**config.mk**
```make
export PLATFORM = sky130hd
export DESIGN_NAME = fp_exception_ctrl
export DESIGN_NICKNAME = d
export VERILOG_FILES = /design/src/rtl/fpu_pkg.sv /design/src/rtl/fp_classify.sv /design/src/rtl/fp_exception_ctrl.sv
export SDC_FILE = /design/constraint.sdc
export NUM_CORES = 1
export LEC_CHECK = 0
export CAP_MARGIN = 10
export CORE_UTILIZATION = 44
export CTS_BUF_LIST = sky130_fd_sc_hd__clkbuf_8
export DETAILED_ROUTE_END_ITERATION = 12
export PLACE_DENSITY = 0.77
export SYNTH_ARGS = -nofsm -noshare
export SYNTH_HDL_FRONTEND = slang
export SYNTH_SLANG_ARGS = --single-unit
```
**constraint.sdc**
```tcl
create_clock -name clk -period 1.9 [get_ports clk]
set_input_delay 0.285 -clock clk [delete_from_list [all_inputs] [get_ports clk]]
set_output_delay 0.285 -clock clk [all_outputs]
set_load 0.005 [all_outputs]
```
**src/rtl/fpu_pkg.sv**
```systemverilog
// Shared FPU encodings: operation codes, exception codes and sticky-flag bit positions.
package fpu_pkg;

  typedef enum logic [1:0] {
    OP_ADD = 2'd0,
    OP_SUB = 2'd1,
    OP_MUL = 2'd2,
    OP_DIV = 2'd3
  } fp_op_e;

  typedef enum logic [2:0] {
    EXC_NONE     = 3'd0,
    EXC_SNAN     = 3'd1,
    EXC_QNAN     = 3'd2,
    EXC_INVALID  = 3'd3,
    EXC_DIV_ZERO = 3'd4
  } exc_code_e;

  localparam int unsigned STICKY_INVALID  = 0;
  localparam int unsigned STICKY_DIV_ZERO = 1;
  localparam int unsigned STICKY_QNAN     = 2;
  localparam int unsigned STICKY_W        = 3;

  // Trap-class codes raise exce; a quiet NaN only overrides the result.
  function automatic logic code_is_trap(input exc_code_e code);
    return (code == EXC_SNAN) || (code == EXC_INVALID) || (code == EXC_DIV_ZERO);
  endfunction

endpackage

```
**src/rtl/fp_classify.sv**
```systemverilog
// Combinational classifier for one floating-point operand of EXP_W/MAN_W format.
module fp_classify #(
  parameter int unsigned EXP_W = 4,
  parameter int unsigned MAN_W = 3
) (
  input  logic [EXP_W+MAN_W:0] operand,
  output logic                 sign,
  output logic                 is_zero,
  output logic                 is_inf,
  output logic                 is_snan,
  output logic                 is_qnan
);

  logic [EXP_W-1:0] exp_f;
  logic [MAN_W-1:0] man_f;
  logic             exp_ones;
  logic             man_zero;
  logic             is_nan;

  assign exp_f    = operand[MAN_W +: EXP_W];
  assign man_f    = operand[MAN_W-1:0];
  assign sign     = operand[EXP_W+MAN_W];

  assign exp_ones = &exp_f;
  assign man_zero = (man_f == '0);
  assign is_nan   = exp_ones && !man_zero;

  // Mantissa MSB distinguishes quiet from signalling NaN; denormals fall through as finite.
  assign is_snan  = is_nan && !man_f[MAN_W-1];
  assign is_qnan  = is_nan &&  man_f[MAN_W-1];
  assign is_inf   = exp_ones && man_zero;
  assign is_zero  = (exp_f == '0) && man_zero;

endmodule

```
**src/rtl/fp_exception_ctrl.sv**
```systemverilog
// Pipelined FPU exception controller: classifies operand pairs, registers the exception
// code and substitute result, and tracks sticky flags, a saturating counter and an irq.
module fp_exception_ctrl
  import fpu_pkg::*;
#(
  parameter int unsigned EXP_W = 4,
  parameter int unsigned MAN_W = 3,
  parameter int unsigned CNT_W = 8
) (
  input  logic                 clk,
  input  logic                 rst_n,
  input  logic                 in_valid,
  output logic                 in_ready,
  input  logic [1:0]           op,
  input  logic [EXP_W+MAN_W:0] in0,
  input  logic [EXP_W+MAN_W:0] in1,
  output logic                 out_valid,
  input  logic                 out_ready,
  output logic                 exce,
  output logic [2:0]           exce_code,
  output logic                 result_override,
  output logic [EXP_W+MAN_W:0] exce_result,
  input  logic                 flag_clr,
  input  logic [2:0]           trap_en,
  output logic [2:0]           sticky_flags,
  output logic                 irq,
  output logic [CNT_W-1:0]     exce_count
);

  localparam int unsigned W = 1 + EXP_W + MAN_W;
  localparam logic [W-1:0] CANON_QNAN = W'({(EXP_W+1){1'b1}}) << (MAN_W - 1);
  localparam logic [W-1:0] INF_MAG    = W'({EXP_W{1'b1}}) << MAN_W;

  logic s0, z0, i0, sn0, qn0;
  logic s1, z1, i1, sn1, qn1;

  fp_classify #(.EXP_W(EXP_W), .MAN_W(MAN_W)) u_cls0 (
    .operand (in0),
    .sign    (s0),
    .is_zero (z0),
    .is_inf  (i0),
    .is_snan (sn0),
    .is_qnan (qn0)
  );

  fp_classify #(.EXP_W(EXP_W), .MAN_W(MAN_W)) u_cls1 (
    .operand (in1),
    .sign    (s1),
    .is_zero (z1),
    .is_inf  (i1),
    .is_snan (sn1),
    .is_qnan (qn1)
  );

  fp_op_e           op_e;
  logic             invalid_d;
  logic             div_zero_d;
  exc_code_e        code_d;
  logic [W-1:0]     result_d;
  logic             exce_d;
  logic             override_d;
  logic             fire;
  logic [2:0]       sticky_set;
  logic [2:0]       sticky_d;

  exc_code_e        code_q;
  logic             valid_q;
  logic             exce_q;
  logic             override_q;
  logic [W-1:0]     result_q;
  logic [2:0]       sticky_q;
  logic [CNT_W-1:0] count_q;

  assign op_e = fp_op_e'(op);

  always_comb begin
    invalid_d  = 1'b0;
    div_zero_d = 1'b0;
    case (op_e)
      OP_ADD:  invalid_d = i0 && i1 && (s0 != s1);
      OP_SUB:  invalid_d = i0 && i1 && (s0 == s1);
      OP_MUL:  invalid_d = (z0 && i1) || (i0 && z1);
      OP_DIV: begin
        invalid_d  = (z0 && z1) || (i0 && i1);
        div_zero_d = z1 && !z0 && !i0 && !sn0 && !qn0;
      end
      default: invalid_d = 1'b0;
    endcase
  end

  always_comb begin
    code_d   = EXC_NONE;
    result_d = '0;
    if (sn0 || sn1)
      code_d = EXC_SNAN;
    else if (qn0 || qn1)
      code_d = EXC_QNAN;
    else if (invalid_d)
      code_d = EXC_INVALID;
    else if (div_zero_d)
      code_d = EXC_DIV_ZERO;

    case (code_d)
      EXC_SNAN, EXC_INVALID: result_d = CANON_QNAN;
      EXC_QNAN:              result_d = qn0 ? in0 : in1;
      EXC_DIV_ZERO: begin
        result_d        = INF_MAG;
        result_d[W-1]   = s0 ^ s1;
      end
      default:               result_d = '0;
    endcase

    exce_d     = code_is_trap(code_d);
    override_d = (code_d != EXC_NONE);
  end

  assign in_ready = !valid_q || out_ready;
  assign fire     = in_valid && in_ready;

  // A clear and a same-cycle set on one bit resolve in favour of the set.
  always_comb begin
    sticky_set = '0;
    if (fire) begin
      case (code_d)
        EXC_SNAN, EXC_INVALID: sticky_set[STICKY_INVALID]  = 1'b1;
        EXC_DIV_ZERO:          sticky_set[STICKY_DIV_ZERO] = 1'b1;
        EXC_QNAN:              sticky_set[STICKY_QNAN]     = 1'b1;
        default:               sticky_set = '0;
      endcase
    end
    sticky_d = (flag_clr ? '0 : sticky_q) | sticky_set;
  end

  always_ff @(posedge clk or negedge rst_n) begin
    if (!rst_n) begin
      valid_q    <= 1'b0;
      exce_q     <= 1'b0;
      code_q     <= EXC_NONE;
      override_q <= 1'b0;
      result_q   <= '0;
    end else if (fire) begin
      valid_q    <= 1'b1;
      exce_q     <= exce_d;
      code_q     <= code_d;
      override_q <= override_d;
      result_q   <= result_d;
    end else if (out_ready) begin
      valid_q    <= 1'b0;
    end
  end

  always_ff @(posedge clk or negedge rst_n) begin
    if (!rst_n) begin
      sticky_q <= '0;
      count_q  <= '0;
    end else begin
      sticky_q <= sticky_d;
      if (fire && exce_d && (count_q != '1))
        count_q <= count_q + CNT_W'(1);
    end
  end

  assign out_valid       = valid_q;
  assign exce            = exce_q;
  assign exce_code       = code_q;
  assign result_override = override_q;
  assign exce_result     = result_q;
  assign sticky_flags    = sticky_q;
  assign exce_count      = count_q;
  assign irq             = |(sticky_q & trap_en);

endmodule

```
; ---- Word level (Yosys, flattened, before mapping)
; Cells that the tools add are included.
[word_totals]
elab_cells = 86
out_inout_bits = 27
regBits = 25
[classes]
muxes = 15
reduce_logical = 50
add_sub_neg = 1
n_eq_ne = 10
n_bitwise = 3
[ops]
columns = operator, n
row1 = $pmux W8 S3, 1
row2 = $logic_and A1 B1 Y1, 23
row3 = $mux W3, 6
row4 = $logic_not A1 Y1, 9
row5 = $add A8 B1 Y8 const B, 1
row6 = $logic_not A4 Y1, 2
row7 = $mux W8, 1
row8 = $ne A8 B8 Y1 const B, 1
row9 = $reduce_and A4 Y1, 2
row10 = $logic_or A1 B1 Y1, 7
row11 = $eq A3 B2 Y1 const B, 2
row12 = $logic_not A3 Y1, 2
row13 = $mux W1, 6
row14 = $eq A2 B2 Y1 const B, 2
row15 = $pmux W1 S4, 1
row16 = $and A3 B3 Y3, 1
row17 = $eq A3 B1 Y1 const B, 1
row18 = $eq A3 B3 Y1 const B, 1
row19 = $or A3 B3 Y3, 1
row20 = $reduce_bool A3 Y1, 1
row21 = $reduce_or A3 Y1, 1
row22 = $eq A2 B1 Y1 const B, 1
row23 = $logic_not A2 Y1, 1
row24 = $reduce_bool A2 Y1, 1
row25 = other kinds (4), 4

; ---- Logic depth before layout (Yosys ltp)
; Gate-level depths: netlist (run 1).
[logic_depth]
ltp_word = 17
depth_mapped = 8
depth_no_buf = 7

; ---- By module
; Synthesis (run 1) repeated with hierarchy kept, for this count alone.
[unflattened]
cells_unflattened = 141
area_unflattened_um2 = 1353.8
[modules_own_cells]
columns = mod, cells_each, area_per_inst_um2, n_inst
row1 = fp_exception_ctrl, 123, 1256.2, 1
row2 = fp_classify, 9, 48.8, 2

; ---- Worst setup path before layout (run 1)
; Ideal clock, no wire load.
[synth_timing]
path_kind = input to register
from = input in1[4]
to = register count_q[6] (netlist: exce_count[6])
required_time_ns = 1.772
cell_stages = 7
setup_time_ns = 0.128
t_arrival_ns = 2.075
slack_ns = -0.303
cell_sequence = nor4_2 -> nand2_1 -> or4b_4 -> and3_1 -> buf_6 -> nor4b_2 -> mux2_1
[synth_via]
elab_chain_len = 16
word_cells_on_any_way = 34
cone_classes = eq/ne: 3 / mux: 6 / reduce/logical: 25
[synth_lines]
columns = item, line_no
row1 = "start, declared", fp_exception_ctrl.sv:16  ; input logic [EXP_W+MAN_W:0] in1,
row2 = $logic_not A4 Y1, fp_classify.sv:32  ; assign is_zero = (exp_f == '0) && man_zero;
row3 = $logic_and A1 B1 Y1, fp_classify.sv:32
row4 = $logic_and A1 B1 Y1 (4 in series), fp_exception_ctrl.sv:85  ; div_zero_d = z1 && !z0 && !i0 && !sn0 && !qn0;
row5 = $mux W1, fp_exception_ctrl.sv:79  ; case (op_e)
row6 = $mux W3, fp_exception_ctrl.sv:100  ; else if (div_zero_d)
row7 = $mux W3, fp_exception_ctrl.sv:98  ; else if (invalid_d)
row8 = $mux W3, fp_exception_ctrl.sv:96  ; else if (qn0 || qn1)
row9 = $mux W3 *, fp_exception_ctrl.sv:94  ; if (sn0 || sn1)
row10 = $eq A3 B1 Y1 / $eq A3 B2 Y1 (equally long branches), fpu_pkg.sv:26  ; return (code == EXC_SNAN) || (code == EXC_INVALID) || (code == EXC_DIV_ZERO);
row11 = $logic_or A1 B1 Y1, fpu_pkg.sv:26
row12 = $logic_or A1 B1 Y1 *, fpu_pkg.sv:26
row13 = $logic_and A1 B1 Y1 * (2 in series), fp_exception_ctrl.sv:158  ; if (fire && exce_d && (count_q != '1))
row14 = "end signal, assigned", fp_exception_ctrl.sv:159  ; count_q <= count_q + CNT_W'(1);
row15 = "end, declared", fp_exception_ctrl.sv:72  ; logic [CNT_W-1:0] count_q;
; Mark *: on every way between the ends. The rest lies on a longest branch, timed or not.
; A chain may end at the register's enable or synchronous reset.

; ---- Worst setup path after layout (run 1)
[layout_timing]
from = input in0[6]
to = register count_q[6] (netlist: exce_count[6])
[layout_via]
elab_chain_len = 17
word_cells_on_any_way = 38
cone_classes = eq/ne: 3 / mux: 6 / reduce/logical: 29
[layout_lines]
columns = item, line_no
row1 = "start, declared", fp_exception_ctrl.sv:15  ; input logic [EXP_W+MAN_W:0] in0,
row2 = $logic_not A4 Y1, fp_classify.sv:32
row3 = $logic_and A1 B1 Y1, fp_classify.sv:32
row4 = $logic_not A1 Y1, fp_exception_ctrl.sv:85
row5 = $logic_and A1 B1 Y1 (4 in series), fp_exception_ctrl.sv:85
row6 = $mux W1, fp_exception_ctrl.sv:79
row7 = $mux W3, fp_exception_ctrl.sv:100
row8 = $mux W3, fp_exception_ctrl.sv:98
row9 = $mux W3, fp_exception_ctrl.sv:96
row10 = $mux W3 *, fp_exception_ctrl.sv:94
row11 = $eq A3 B1 Y1 / $eq A3 B2 Y1 (equally long branches), fpu_pkg.sv:26
row12 = $logic_or A1 B1 Y1, fpu_pkg.sv:26
row13 = $logic_or A1 B1 Y1 *, fpu_pkg.sv:26
row14 = $logic_and A1 B1 Y1 * (2 in series), fp_exception_ctrl.sv:158
; Marks and branches as above.

==> results of run 1 <==
## layout make-up
cell class,instances,area (um2),share of cell area
Clock buffer,3,41.3,0.0186
Clock inverter,1,5.00,0.00225
Inverter,6,22.5,0.0101
Multi-Input combinational cell,101,785,0.353
Sequential cell,25,626,0.282
Tap cell,31,38.8,0.0175
Timing Repair Buffer,82,703,0.317
## timing repair
| item | CTS | global route |
|---|---|---|
| gates cloned | 0 | 0 |
| pin swaps | 11 | 17 |
| buffers inserted | 5 | 2 |
| resized for setup | 50 | 20 |
| setup endpoints to repair | 16 | 12 |
## power groups by stage
stage / Sequential [mW] / Combinational [mW] / Clock, mW
final: 0.670 / 0.447 / 0.313
after global routing: 0.683 / 0.482 / 0.334
after CTS: 0.671 / 0.443 / 0.317
after detailed placement: 0.682 / 0.437 / 0
after global placement: 0.677 / 0.421 / 0
after floorplan: 0.677 / 0.147 / 0
## through the flow
step / utilization / setup TNS [ns] / setup slack (ns) / hold slack, ns / cells
4_1_cts: 0.781 / -0.0500 / -0.0500 / 0.386 / 247
2_1_floorplan: - / -0.707 / -0.182 / -0.0106 / 135
5_1_grt: 0.792 / -0.0302 / -0.0302 / 0.413 / 249
6_report: 0.792 / 0 / 0.0501 / 0.375 / 249
3_5_place_dp: 0.740 / -8.62 / -0.639 / 0.468 / 238
3_3_place_gp: 0.740 / -7.12 / -0.584 / 0.463 / 238
## final timing paths
check	slack (ns)	end	depth (start not counted)	from
setup / recovery	0.05	exce_count[6]$_DFFE_PN0P_	8	in0[6]
setup reg to reg	0.19	exce_count[1]$_DFFE_PN0P_	5	exce_count[0]$_DFFE_PN0P_
hold reg to reg	0.49	exce_result[1]$_DFFE_PN0P_	2	exce_result[1]$_DFFE_PN0P_
max in group asynchronous	1.28	exce_result[7]$_DFFE_PN0P_	2	rst_n
min in group clk	0.40	exce_result[0]$_DFFE_PN0P_	3	in0[0]
hold / removal	0.38	exce_count[1]$_DFFE_PN0P_	2	rst_n
## cell usage in the layout, fill, tap and decap left out, types with 2 or more instances in the layout
cell type / n
a21oi_1: 3
and2_1: 2
and4_4: 2
buf_2: 3
buf_4: 30
buf_6: 2
clkbuf_2: 6
clkbuf_8: 3
clkdlybuf4s15_1: 2
clkdlybuf4s50_1: 34
dfrtp_1: 25
dlygate4sd2_1: 3
inv_1: 6
mux2_4: 2
mux2i_1: 2
nand2_1: 15
nand2_2: 2
nand2b_1: 4
nand3_1: 4
nand4_1: 5
nor2_1: 9
nor3_1: 2
nor3_2: 2
nor3_4: 3
o21a_1: 5
o21ai_0: 6
o22ai_1: 4
o31ai_1: 2
xor2_1: 4
## state kept, by name (all words and copies together) (netlist names)
register         cells
exce                 1
exce_code            3
exce_count           8
exce_result          8
out_valid            1
result_override      1
sticky_flags         3
## cell families after synthesis
family | Yosys count
and+or+nand+nor | 61
AOI/OAI and AO/OA | 27
DFF | 25
buffers and inverters | 9
xor gates and xnor gates | 7
muxes | 5
adders and majority gates | 1
## metal layers
metal  GRT usage  up-vias  routed length, um
li1            -      661                  -
met1       0.292      665               1520
met2       0.450       48               2040
met3      0.0227        4                161
met4       0.101        0                 36
met5           0        -                  0
==> flow_summary_export.csv, run 1 <==
group,metric,value,unit
synth,synthAdderAreaFrac,0.00940,
power_and_ir_drop,total_power,1.43,mW
clock_network,clkSinkCount,25,
clock_network,tritoncts,"yes",
setup_path,crit_fanout,7,
clock_network,cts_buffer_depth,2,
power_and_ir_drop,powerDensity,644,nW/um2
setup_path,critPathTopFamily,"simple AND/OR/NAND/NOR gates",
layout,fill_cells,203,
synth,synth-simple-area-share,0.262,
routing,routed_via_density,5.53,
global_route,grt_max_degree,26,
sta,fin_crit_sh,0.974,
place,dp_hpwl,2880,um
place,portBuffers,52,
routing,avgRoutedWirePerCell,15.1,um
floorplan,coreArea,2810,um2
synth,syn-cell-area,1330,um2
clock_network,path_clk_slew,0.09,ns
layout,area_growth,66.8,%
place,dpl_cell_area,2080,um2
setup_path,crit_required,2.05,ns
status,failed_checks,"design-rule violations",
place,gp_congestion,0.922,
layout,drive_gt1_frac,0.326,
setup_path,critPathMaxStageDelay,0.32,ns
floorplan,start_util,0.475,
synth,synthTopCellsByCount,"dfrtp_1, nand2_1, nor2_1, inv_1, o21ai_0",
floorplan,ios,53,
routing,wl,3750,um
synth,synth-edff-count,0,
sta,skew,0.00295,ns
floorplan,dieArea,3250,um2
global_route,antenna_found_initial,0,
routing,dr.first_iter.drc_count,63,
synth,ys_ff_latch,25,
layout,final_cell_area,2220,um2
setup_path,path_cells,"clkdlybuf4s15_1 > nor3_2 > nand3_2 > o211ai_1 > a31oi_2 > and3_4 > nor4b_4 > mux2_4",
global_route,grt_pass1_vias,1426,
routing,drt_first_pass_iters,8,
synth,ys_warn_count,0,
synth,avgSynthCellArea,9.86,um2
sta,fin_crit,1.85,ns
global_route,gr-usage-all-layers,0.245,
synth,synth-compound-area-share,0.135,
layout,fin_nets,246,
layout,antennaDiodeCount,0,
synth,synthCells,135,
power_and_ir_drop,switching_share,0.286,
power_and_ir_drop,max-vdd-ir-drop,356,uV
global_route,gr-total-overflow,0,
synth,synth.most_common_cell,"dfrtp_1",
setup_path,crit_type,"in -> reg",
sta,rsz0062_at_grt,"yes",
clock_network,cts-buffers-inserted,3,
power_and_ir_drop,seqPwrFrac,0.469,
synth,synthesis.nets,162,
setup_path,worst_ep_arrival_time,2.00,ns
sta,clock.fmax,541,MHz
sta,worstMarginPinSlew,0.492,ns
worst_hold_path,hold_class,"in -> async",
synth,async_flop_share,1.00,
status,status,"finished with violations",
clock_network,cts_hold_buf,0,
sta,drv_slew,0,
setup_path,start_kind,"input pin",
synth,synth_top_family_by_area,"simple AND/OR/NAND/NOR gates",
routing,route.detailed.drc,4,
power_and_ir_drop,power_frac_clock,0.219,
synth,ys_top_cells_by_area,"dfrtp_1, nand2_1, xor2_1, nor2_1, o21a_1",
setup_path,end_kind,"flop",
floorplan,rows,19,
synth,ys_seq_area_frac,0.470,
synth,yosysTopAreaCell,"dfrtp_1",
sta,max-slew-margin-rel,0.670,
routing,ant_nets,0,
sta,setup_viol,0,
power_and_ir_drop,p_leak,0.995,nW
synth,yosys.area.top_type_share,0.470,
power_and_ir_drop,intPower,1.02,mW
power_and_ir_drop,switchingPower,0.410,mW
clock_network,htree_levels,1,
global_route,grt_pass1_wl,6260,um
synth,synth-xor-area-share,0.0517,
clock_network,cts-root-buf,"clkbuf_8",
floorplan,die_y,57.0,um
floorplan,die_x,57.0,um
clock_network,insertion_delay,0.26,ns
synth,synthMuxAreaShare,0.0404,
routing,vias,1378,
setup_path,cp_slowest_cell,"mux2_4",
run,maxCapViolCount,0,
synth,ys.flop_type,"dfrtp_1",
sta,hold_violations,0,
power_and_ir_drop,pwr-share-comb,0.313,
setup_path,path_buf_inv,1,
synth,synth_cell_type_count,40,
Power figures use the tool's default switching activity.
==> inputs of run 2 (changes only) <==
--- a/config.mk
+++ b/config.mk
@@ -6,10 +6,9 @@
 export NUM_CORES = 1
 export LEC_CHECK = 0
 export CAP_MARGIN = 10
-export CORE_UTILIZATION = 44
-export CTS_BUF_LIST = sky130_fd_sc_hd__clkbuf_8
+export CORE_UTILIZATION = 43
 export DETAILED_ROUTE_END_ITERATION = 12
-export PLACE_DENSITY = 0.77
+export PLACE_DENSITY = 0.79
 export SYNTH_ARGS = -nofsm -noshare
 export SYNTH_HDL_FRONTEND = slang
 export SYNTH_SLANG_ARGS = --single-unit
==> flow_summary_export.csv, run 2 (synthesis results as in run 1) <==
group,metric,value,unit
clock_network,cts-root-buf,"clkbuf_4",
routing,vias,1443,
layout,drive_gt1_frac,0.320,
setup_path,start_kind,"input pin",
global_route,grt_pass1_vias,1494,
sta,fin_crit_sh,1.00,
power_and_ir_drop,switching_share,0.297,
setup_path,crit_fanout,6,
power_and_ir_drop,intPower,0.962,mW
place,place_ws,-0.647,ns
layout,fin_nets,250,
status,status,"finished with violations",
power_and_ir_drop,max-vdd-ir-drop,322,uV
clock_network,tritoncts,"yes",
floorplan,coreArea,2850,um2
sta,hold_violations,0,
routing,routed_via_density,5.70,
setup_path,crit_required,2.11,ns
setup_path,crit_type,"in -> reg",
sta,setup_viol,1,
worst_hold_path,hold_class,"in -> async",
sta,fin_crit,1.91,ns
clock_network,cts-buffers-inserted,3,
power_and_ir_drop,switchingPower,0.407,mW
place,dp_hpwl,2830,um
routing,dr.first_iter.drc_count,74,
setup_path,end_kind,"flop",
clock_network,clkSinkCount,25,
routing,ant_nets,0,
setup_path,r2r_slack,0.11,ns
place,gp_congestion,0.872,
sta,worstMarginPinSlew,0.597,ns
setup_path,reg2reg_to,"exce_count[1]$_DFFE_PN0P_",
global_route,grt_max_degree,26,
power_and_ir_drop,powerDensity,604,nW/um2
floorplan,die_y,57.6,um
routing,route.detailed.drc,3,
global_route,grt_pass1_wl,6480,um
clock_network,insertion_delay,0.31,ns
routing,avgRoutedWirePerCell,16.4,um
layout,antennaDiodeCount,0,
global_route,gr-usage-all-layers,0.254,
power_and_ir_drop,p_leak,1.02,nW
place,portBuffers,52,
floorplan,dieArea,3320,um2
power_and_ir_drop,power_frac_clock,0.174,
sta,drv_slew,0,
layout,fill_cells,190,
floorplan,rows,19,
routing,drt_first_pass_iters,8,
clock_network,path_clk_slew,0.13,ns
layout,final_cell_mix,"clkdlybuf4s50_1, buf_4, dfrtp_1",
floorplan,die_x,57.6,um
global_route,antenna_found_initial,0,
sta,clock.fmax,525,MHz
run,maxCapViolCount,0,
status,failed_checks,"design-rule violations, negative setup slack",
layout,area_growth,70.4,%
sta,fin_ws,-0.00592,ns
clock_network,cts_buffer_depth,2,
clock_network,htree_levels,1,
sta,max-slew-margin-rel,0.600,
setup_path,r2r_cells,5,
floorplan,ios,53,
global_route,gr-total-overflow,0,
setup_path,worst_ep_arrival_time,2.12,ns
sta,hold_ws,0.318,ns
floorplan,start_util,0.467,
routing,wl,4150,um
setup_path,r2r_start,"exce_count[1]$_DFFE_PN0P_",
layout,fin_util,0.795,
sta,skew,0.00144,ns
power_and_ir_drop,pwr-share-comb,0.333,
power_and_ir_drop,seqPwrFrac,0.493,
[run 2: cell types whose count changed in the layout (fill, tap and decap cells not counted), sizes merged]
| cell | previous run | this run |
|---|---|---|
| clkdlybuf4s50 | 34 | 33 |
| clkinv | 1 | 0 |
| buf | 35 | 39 |
| clkbuf | 9 | 5 |
| dlygate4sd2 | 3 | 10 |
| clkdlybuf4s15 | 3 | 2 |
[run 2: repair_timing]
| item | CTS | global route |
|---|---|---|
| pin swaps | 13 | 13 |
| hold endpoints to repair | 0 | 0 |
| gates resized for setup | 49 | 17 |
| setup endpoints to repair | 14 | 6 |
| hold buffers | 0 | 0 |
| buffers inserted | 9 | 3 |
[run 2: worst max-delay path by stage]
stage	slack (ns)	from	end	cells past startpoint
2_1_floorplan	-0.18	in1[4]	exce_count[6]$_DFFE_PN0P_	7
3_3_place_gp	-0.58	in1[4]	exce_count[6]$_DFFE_PN0P_	7
3_5_place_dp	-0.65	in1[3]	exce_count[6]$_DFFE_PN0P_	7
4_1_cts	0.002	in1[0]	exce_count[6]$_DFFE_PN0P_	7
5_1_grt	-0.1	in1[3]	exce_count[6]$_DFFE_PN0P_	9
6_report	-0.006	in1[3]	exce_count[6]$_DFFE_PN0P_	9
[run 2: routing by layer]
layer	vias to the layer above	global-route usage	wire (um)
li1	665	-	-
met1	706	0.273	1630
met2	64	0.498	2280
met3	8	0.0179	160
met4	0	0.122	77
met5	-	0	0
[run 2: layout make-up]
class                   count  area (um2)  share of cell area
inverters                   6        22.5             0.00993
well taps                  31        38.8              0.0171
clock buffers               4        26.3              0.0116
flip-flops and latches     25         626               0.276
repair buffers             86         757               0.334
multi-input cells         101         798               0.352
[run 2: power groups by stage]
stage | clock network, mW | registers, mW | logic [mW]
2_1_floorplan | 0 | 0.677 | 0.147
3_3_place_gp | 0 | 0.678 | 0.420
3_5_place_dp | 0 | 0.685 | 0.432
4_1_cts | 0.239 | 0.675 | 0.441
5_1_grt | 0.262 | 0.688 | 0.490
6_report | 0.238 | 0.675 | 0.457
[run 2: stage by stage]
stage	power (mW)	setup TNS [ns]	instances	instance area, um2
after floorplan	0.823	-0.707	135	1360
after global placement	1.10	-6.72	238	2080
after detailed placement	1.12	-8.46	238	2080
after CTS	1.36	0	251	2200
after global routing	1.44	-0.529	253	2270
final	1.37	-0.00592	253	2270
[run 2: critical path, cell delays in order]
cell	delay [ns]
buf_8	0.10
nor4_4	0.28
nand2_2	0.11
buf_6	0.14
o211ai_1	0.26
a31oi_2	0.15
and3_4	0.23
nor4b_4	0.23
mux2_4	0.32
